## src/rtl/mem_access.sv

```systemverilog
// Memory stage of the RV32I pipeline: registers EX results, runs the data-memory
// handshake, stalls upstream until the response, and aligns/extends load data.
module mem_access (
  input  logic        clk,
  input  logic        rst,
  input  logic        EX_valid,
  input  logic [6:0]  EX_opcode,
  input  logic [2:0]  EX_funct3,
  input  logic [4:0]  EX_rd,
  input  logic        EX_regfile_load,
  input  logic [31:0] EX_alu_out,
  input  logic [31:0] EX_rs2_data,
  input  logic [31:0] EX_pc,
  input  logic        EX_mispredict,
  output logic        dmem_read,
  output logic        dmem_write,
  output logic [31:0] dmem_address,
  output logic [31:0] dmem_wdata,
  output logic [3:0]  dmem_wmask,
  input  logic [31:0] dmem_rdata,
  input  logic        dmem_resp,
  output logic        stall_mem,
  output logic        MEM_valid,
  output logic [4:0]  MEM_rd,
  output logic        MEM_regfile_load,
  output logic [31:0] MEM_alu_out,
  output logic [31:0] MEM_pc,
  output logic        MEM_mispredict,
  output logic [31:0] Mem_rdata_load,
  output logic [3:0]  mem_wmask,
  output logic        MEM_misaligned
);

  localparam logic [6:0] OpLoad  = 7'b0000011;
  localparam logic [6:0] OpStore = 7'b0100011;

  typedef enum logic [0:0] {StIdle, StAccess} state_e;

  state_e      state_q, state_d;
  logic        read_q, read_d;
  logic        write_q, write_d;
  logic        valid_q, valid_d;
  logic [6:0]  opcode_q, opcode_d;
  logic [2:0]  funct3_q, funct3_d;
  logic [4:0]  rd_q, rd_d;
  logic        rl_q, rl_d;
  logic [31:0] alu_q, alu_d;
  logic [31:0] rs2_q, rs2_d;
  logic [31:0] pc_q, pc_d;
  logic        mp_q, mp_d;

  // Size comes from funct3[1:0]: byte, half, word.
  function automatic logic is_aligned(input logic [2:0] f3, input logic [1:0] a);
    case (f3[1:0])
      2'b00:   is_aligned = 1'b1;
      2'b01:   is_aligned = ~a[0];
      default: is_aligned = (a == 2'b00);
    endcase
  endfunction

  logic        ex_is_load, ex_is_store, ex_go;
  logic        st_is_load, st_is_store, misaligned;
  logic [1:0]  a;
  logic [3:0]  wmask_raw;
  logic [31:0] rd_shift, load_ext;

  assign ex_is_load  = EX_valid && (EX_opcode == OpLoad);
  assign ex_is_store = EX_valid && (EX_opcode == OpStore);
  assign ex_go       = (ex_is_load || ex_is_store) && is_aligned(EX_funct3, EX_alu_out[1:0]);

  assign a           = alu_q[1:0];
  assign st_is_load  = valid_q && (opcode_q == OpLoad);
  assign st_is_store = valid_q && (opcode_q == OpStore);
  assign misaligned  = (st_is_load || st_is_store) && !is_aligned(funct3_q, a);

  assign stall_mem   = (state_q == StAccess) && !dmem_resp;

  always_comb begin
    state_d  = state_q;
    read_d   = read_q;
    write_d  = write_q;
    valid_d  = valid_q;
    opcode_d = opcode_q;
    funct3_d = funct3_q;
    rd_d     = rd_q;
    rl_d     = rl_q;
    alu_d    = alu_q;
    rs2_d    = rs2_q;
    pc_d     = pc_q;
    mp_d     = mp_q;
    if (!stall_mem) begin
      state_d  = ex_go ? StAccess : StIdle;
      read_d   = ex_go && ex_is_load;
      write_d  = ex_go && ex_is_store;
      valid_d  = EX_valid;
      opcode_d = EX_opcode;
      funct3_d = EX_funct3;
      rd_d     = EX_rd;
      rl_d     = EX_regfile_load;
      alu_d    = EX_alu_out;
      rs2_d    = EX_rs2_data;
      pc_d     = EX_pc;
      mp_d     = EX_mispredict;
    end
  end

  always_ff @(posedge clk) begin
    if (rst) begin
      state_q  <= StIdle;
      read_q   <= 1'b0;
      write_q  <= 1'b0;
      valid_q  <= 1'b0;
      opcode_q <= '0;
      funct3_q <= '0;
      rd_q     <= '0;
      rl_q     <= 1'b0;
      alu_q    <= '0;
      rs2_q    <= '0;
      pc_q     <= '0;
      mp_q     <= 1'b0;
    end else begin
      state_q  <= state_d;
      read_q   <= read_d;
      write_q  <= write_d;
      valid_q  <= valid_d;
      opcode_q <= opcode_d;
      funct3_q <= funct3_d;
      rd_q     <= rd_d;
      rl_q     <= rl_d;
      alu_q    <= alu_d;
      rs2_q    <= rs2_d;
      pc_q     <= pc_d;
      mp_q     <= mp_d;
    end
  end

  always_comb begin
    case (funct3_q[1:0])
      2'b00:   wmask_raw = 4'b0001 << a;
      2'b01:   wmask_raw = 4'b0011 << a;
      default: wmask_raw = 4'b1111;
    endcase
  end

  assign rd_shift = dmem_rdata >> {a, 3'b000};

  always_comb begin
    case (funct3_q)
      3'b000:  load_ext = {{24{rd_shift[7]}}, rd_shift[7:0]};
      3'b001:  load_ext = {{16{rd_shift[15]}}, rd_shift[15:0]};
      3'b100:  load_ext = {24'b0, rd_shift[7:0]};
      3'b101:  load_ext = {16'b0, rd_shift[15:0]};
      default: load_ext = rd_shift;
    endcase
  end

  assign dmem_read        = read_q;
  assign dmem_write       = write_q;
  assign dmem_address     = {alu_q[31:2], 2'b00};
  assign dmem_wmask       = write_q ? wmask_raw : 4'b0000;
  assign dmem_wdata       = write_q ? (rs2_q << {a, 3'b000}) : 32'b0;
  assign mem_wmask        = dmem_wmask;
  assign Mem_rdata_load   = (read_q && dmem_resp) ? load_ext : 32'b0;

  assign MEM_valid        = valid_q;
  assign MEM_rd           = rd_q;
  assign MEM_regfile_load = rl_q && !misaligned;
  assign MEM_alu_out      = alu_q;
  assign MEM_pc           = pc_q;
  assign MEM_mispredict   = mp_q;
  assign MEM_misaligned   = misaligned;

endmodule

```

## config.mk

```make
export PLATFORM = sky130hd
export DESIGN_NAME = mem_access
export DESIGN_NICKNAME = d
export VERILOG_FILES = /design/src/rtl/mem_access.sv
export SDC_FILE = /design/constraint.sdc
export NUM_CORES = 1
export LEC_CHECK = 0
export CAP_MARGIN = 15
export CORE_AREA = 2 2 128 130
export DETAILED_ROUTE_END_ITERATION = 10
export DIE_AREA = 0 0 130 132
export PLACE_DENSITY = 0.77
export REMOVE_ABC_BUFFERS = 1
export SLEW_MARGIN = 20
export SYNTH_ARGS = -nofsm -noshare
export SYNTH_HDL_FRONTEND = slang
export SYNTH_SLANG_ARGS = --single-unit
```

## constraint.sdc

```tcl
create_clock -name clk -period 2.9 [get_ports clk]
set_clock_uncertainty 0.2 [all_clocks]
set_input_delay 0.725 -clock clk [delete_from_list [all_inputs] [get_ports clk]]
set_output_delay 0.725 -clock clk [all_outputs]
set_load 0.005 [all_outputs]
```

---- Word-level counts from Yosys, hierarchy flattened ----
Cells that the tools add are included.
cells by class
  bitwise gates (word level) .............. 2
  reduce and logical (&&, ||, !) cells .... 21
  equality and inequality tests ........... 9
  multiplexer cells ....................... 8
  shift operators ......................... 4
operators with widths
  cell                                                               number
  32-bit one-hot mux with 4 select lines                             1
  32-bit two-way mux                                                 2
  32-bit by 5-bit left shift with 32-bit output                      1
  32-bit by 5-bit >> shifter with 32-bit output                      1
  7-bit by 2-bit == test with 1-bit output, second input constant    2
  7-bit by 6-bit == test with 1-bit output, second input constant    2
  1-bit logical AND                                                  11
  2-bit logical NOT                                                  4
  4-bit one-hot mux with 2 select lines                              1
  3-bit == test, second input constant                               2
  2-bit by 1-bit == test with 1-bit output, second input constant    2
  4-bit two-way mux                                                  1
  1-bit one-hot mux with 2 select lines                              2
  1-bit by 2-bit left shift with 4-bit output, first input constant  1
  2-bit by 2-bit left shift with 4-bit output, first input constant  1
  3-bit by 1-bit == test with 1-bit output, second input constant    1
  1-bit logical NOT                                                  3
  3-bit logical NOT                                                  1
  1-bit logical OR                                                   2
  1-bit inverter                                                     2
  1-bit two-way mux                                                  1
word-level totals
  output and inout bits ................... 180
  bits in registers ....................... 117
  input port bits ......................... 149
  word-level logic and storage cells ...... 56

---- Depth between registers and ports, before layout ----
Gate-level depths: netlist of run 1.
  depth after elaboration ................. 6
  depth in mapped cells ................... 7
  gate-level depth less buffers ........... 4

---- Least setup slack after synthesis of run 1 ----
No wires, ideal clock.
  kind .................................... input to output
  start point ............................. input dmem_rdata[23]
  end point ............................... output Mem_rdata_load[20]
  arrival ................................. 1.540 ns
  stages on the path ...................... 5
  buffers on the path ..................... 1
  path slack .............................. 0.435 ns
  data required time ...................... 1.975 ns
  cells stage by stage .................... mux2i_1 -> nor3_1 -> o31ai_4 -> buf_6 -> nand2_1
on the way
  cells in the longest elaborated chain, start to end .. 3
ends and longest elaborated chain
  element                                        line  source
  start, declared                                20    input logic [31:0] dmem_rdata,
  32-bit by 5-bit >> shifter with 32-bit output  145   assign rd_shift = dmem_rdata >> {a, 3'b000};
  32-bit one-hot mux with 4 select lines         148   case (funct3_q)
  32-bit two-way mux                             163   assign Mem_rdata_load = (read_q && dmem_resp) ? load_ext : 32'b0;
  end, declared                                  29    output logic [31:0] Mem_rdata_load,
Every way passes these cells.

---- Worst setup path in the final report of run 1 ----
  start point ............................. register alu_q[1], in the netlist MEM_alu_out[1]
  end point ............................... output Mem_rdata_load[9]
on the way
  cells in the longest elaborated chain, start to end .. 3
ends and longest elaborated chain
  element                                        line  source
  start, declared                                47    logic [31:0] alu_q, alu_d;
  start signal, assigned                         130   alu_q <= alu_d;
  32-bit by 5-bit >> shifter with 32-bit output  145
  32-bit one-hot mux with 4 select lines         148
  32-bit two-way mux                             163
Every way passes these cells.

==> results.sh, run 1 <==
export IMPL_grt_max_degree=117
export IMPL_dp_hpwl_um=15300
export IMPL_drt_total_wl_um=22200
export IMPL_setup_violations=9
export IMPL_cts_hold_buf=0
export IMPL_max_freq_mhz=333
export IMPL_max_stage_delay_ns=0.37
export IMPL_drc=0
export IMPL_fin_crit_ns=3.01
export IMPL_grt_overflow_total=0
export IMPL_fin_worst_hold_slack_ns=0.247
export IMPL_avgRoutedWirePerCell_um=16.8
export IMPL_avgSynthCellArea_um2=7.50
export IMPL_cts_sinks=116
export IMPL_grt_pass1_vias=6368
export IMPL_cts_buffers=17
export IMPL_gp_congestion=0.850
export IMPL_grt_setup_unrepaired="yes"
export IMPL_path_cells="buf_6 > mux2i_4 > mux2_4 > o22a_4 > buf_12 > buf_6 > nor2_2 > buf_2"
export IMPL_r2r_setup_slack_ns=1.34
export IMPL_core_area_mm2=0.0157
export IMPL_io_buffers=326
export IMPL_place_inst=1260
export IMPL_power_mw=4.74
export IMPL_grt_usage_pct=24.7
export IMPL_ys_types=38
export IMPL_layout_drive_gt1_share_pct=18.2
export IMPL_cpMostUsedCell="buf_6"
export IMPL_slew_limit_headroom_pct=53.7
export IMPL_r2r_cells=5
export IMPL_root_buffer="clkbuf_16"
export IMPL_area_growth_pct=78.1
export IMPL_synth_seq_area_share_pct=40.4
export IMPL_maxCapViolations=0
export IMPL_path_class="register to output port"
export IMPL_io_pins=329
export IMPL_synth_edf_count=0
export IMPL_min_from="opcode_q[6]"
export IMPL_hp_class="register to register"
export IMPL_synthArstFlopShare_pct=0
export IMPL_fin_cells=1324
export IMPL_worst_setup_path_start_kind="register"
export IMPL_yosys_warnings=0
export IMPL_endpoint_kind="output port"
export IMPL_p_per_area_mw_per_mm2=463
export IMPL_htreeDepth=4
export IMPL_synthFlopType="dfxtp_1"
export IMPL_syn_cell_area_mm2=0.00575
export IMPL_ys_seq_elements=116
export IMPL_final_cell_area_mm2=0.0102
export IMPL_static_leakage_power_nw=4.71
export IMPL_status="finished with violations"
export IMPL_nNetsFinal=1243
export IMPL_slowest_stage="dfxtp_4"
export IMPL_r2r_start="state_q"
export IMPL_post_route_period_util_pct=104
export IMPL_clockBufferDepth=2
export IMPL_syn_inst=766
export IMPL_viasPerCell=4.85
export IMPL_dieArea_mm2=0.0172
export IMPL_violations="setup timing"
export IMPL_fp_dieW_um=130
export IMPL_worstPathRequired_ns=1.98
export IMPL_path_max_fanout=6
export IMPL_drt_iter0_markers=277
export IMPL_final_hold_violation_count=0
export IMPL_worstSkewPairLatency_ns=0.41
export IMPL_grt_first_pass_wirelength_um=33000
export IMPL_setup_tns_ns=-0.474
export IMPL_antenna_left=0
export IMPL_finalMaxSlewViolations=0
export IMPL_clk_pin_slew_ns=0.05
export IMPL_cts_tree="yes"
export IMPL_hold_depth=2
export IMPL_layout_commonest_cell="nand2_1"
export IMPL_final_cell_mix="278 x nand2_1, 252 x clkdlybuf4s50_1, 118 x a21oi_1"
export IMPL_antenna_found_initial=1
export IMPL_firstDrtPassIters=4
export IMPL_layout_setup_ws_ns=-0.106
export IMPL_worst_slew_pin_slew_ns=0.692
export IMPL_die_h_um=132
export IMPL_peakVddDrop_mv=0.415
export IMPL_place_area_mm2=0.00913
export IMPL_critPathArrivalTime_ns=2.08
export IMPL_vias=6427
export IMPL_initial_core_util_pct=36.6
export IMPL_rows=46
export IMPL_min_to="opcode_q[6]"
export IMPL_r2r_end="MEM_pc[16]"
[kinds of logic after synthesis]
group / Yosys count / synth area share [%]
AND/OR/NAND/NOR: 343 / 24.5
other: 1 / 0.0653
buffers and inverters: 97 / 9.76
flip-flops: 116 / 40.4
AO/OA/AOI/OAI: 159 / 16.0
XOR/XNOR: 1 / 0.152
multiplexers: 49 / 9.06
[cells in the mapped netlist, types with 3 or more instances]
library cell,n,share of area (%)
dfxtp_1,116,40
o21ai_0,12,1.0
o211a_1,8,1.4
a21oi_1,118,10
buf_4,39,5.1
a211oi_1,7,0.91
a221oi_1,7,1.1
and2_1,8,0.87
nand3b_1,3,0.39
nand2_1,279,18
mux2_2,24,4.7
clkbuf_1,27,1.8
and3_1,8,0.87
buf_6,4,0.78
mux2i_1,25,4.4
buf_1,8,0.52
o21a_1,3,0.39
nor2_1,30,2.0
buf_2,16,1.4
nor3_1,4,0.35
[through the flow]
step / setup slack (ns) / utilization (%)
global route: -0.176 / 65.1
global placement: -0.650 / 58.1
CTS: -0.0778 / 64.3
detailed placement: -0.660 / 58.1
finish: -0.106 / 65.1
floorplan: -2.18 / -
[layer usage]
layer  GRT usage (%)  up-vias  share of wire (%)
met1            24.4     2962                 37
li1                -     3155                  -
met5               0        -                  0
met3            10.2       44                9.2
met4            11.4        0                3.2
met2            44.4      266                 50
[worst max path at each step]
stage,start,end,slack [ns],cells after the start
after global placement,dmem_rdata[23],Mem_rdata_load[16],-0.65,6
after global routing,MEM_alu_out[1],Mem_rdata_load[9],-0.18,8
after detailed placement,dmem_rdata[23],Mem_rdata_load[16],-0.66,6
after floorplan,dmem_resp,stall_mem,-2.18,2
final,MEM_alu_out[1],Mem_rdata_load[9],-0.11,8
after CTS,MEM_alu_out[1],Mem_rdata_load[16],-0.08,8
[layout make-up]
type                    count  area [um2]
clock buffers              23         488
repair buffers            402        3910
clock inverters             9         149
inverters                   3        21.3
well taps                 216         270
flip-flops and latches    116        2330
fillers                  1295        5480
multi-input cells         554        3070
diodes                      1        2.50
[state kept, by name, indices dropped and copies added, names as in the netlist]
name	count
rs2_q	32
MEM_pc	32
MEM_valid	1
MEM_mispredict	1
funct3_q	3
state_q	1
dmem_read	1
MEM_alu_out	32
MEM_rd	5
opcode_q	6
dmem_write	1
rl_q	1
[critical path: cells and delay by family, from the launching register on]
kind | cells | cell delay (ns)
AO/OA/AOI/OAI | 1 | 0.25
buffers and inverters | 4 | 0.50
flip-flops | 1 | 0.37
multiplexers | 2 | 0.48
AND/OR/NAND/NOR | 1 | 0.07
[where the power goes]
group | internal (mW) | switching (mW) | leakage, nW
Combinational | 0.469 | 0.269 | 3.43
Clock | 1.52 | 0.735 | 0.317
Sequential | 1.68 | 0.0599 | 0.967
Total | 3.67 | 1.06 | 4.71
[repair_timing]
action	CTS	global route
endpoints found under the setup margin	70	40
pin swaps	12	8
resized for setup	182	45
buffers inserted	25	5
cloned	2	0
No activity file was read; power rests on OpenSTA's default activity.
==> inputs of run 2 (changes only) <==
CTS_CLUSTER_DIAMETER = 60   (was not set)
==> results of run 2 <==
No change in the layout: final DEF, timing and power equal those of run 1.
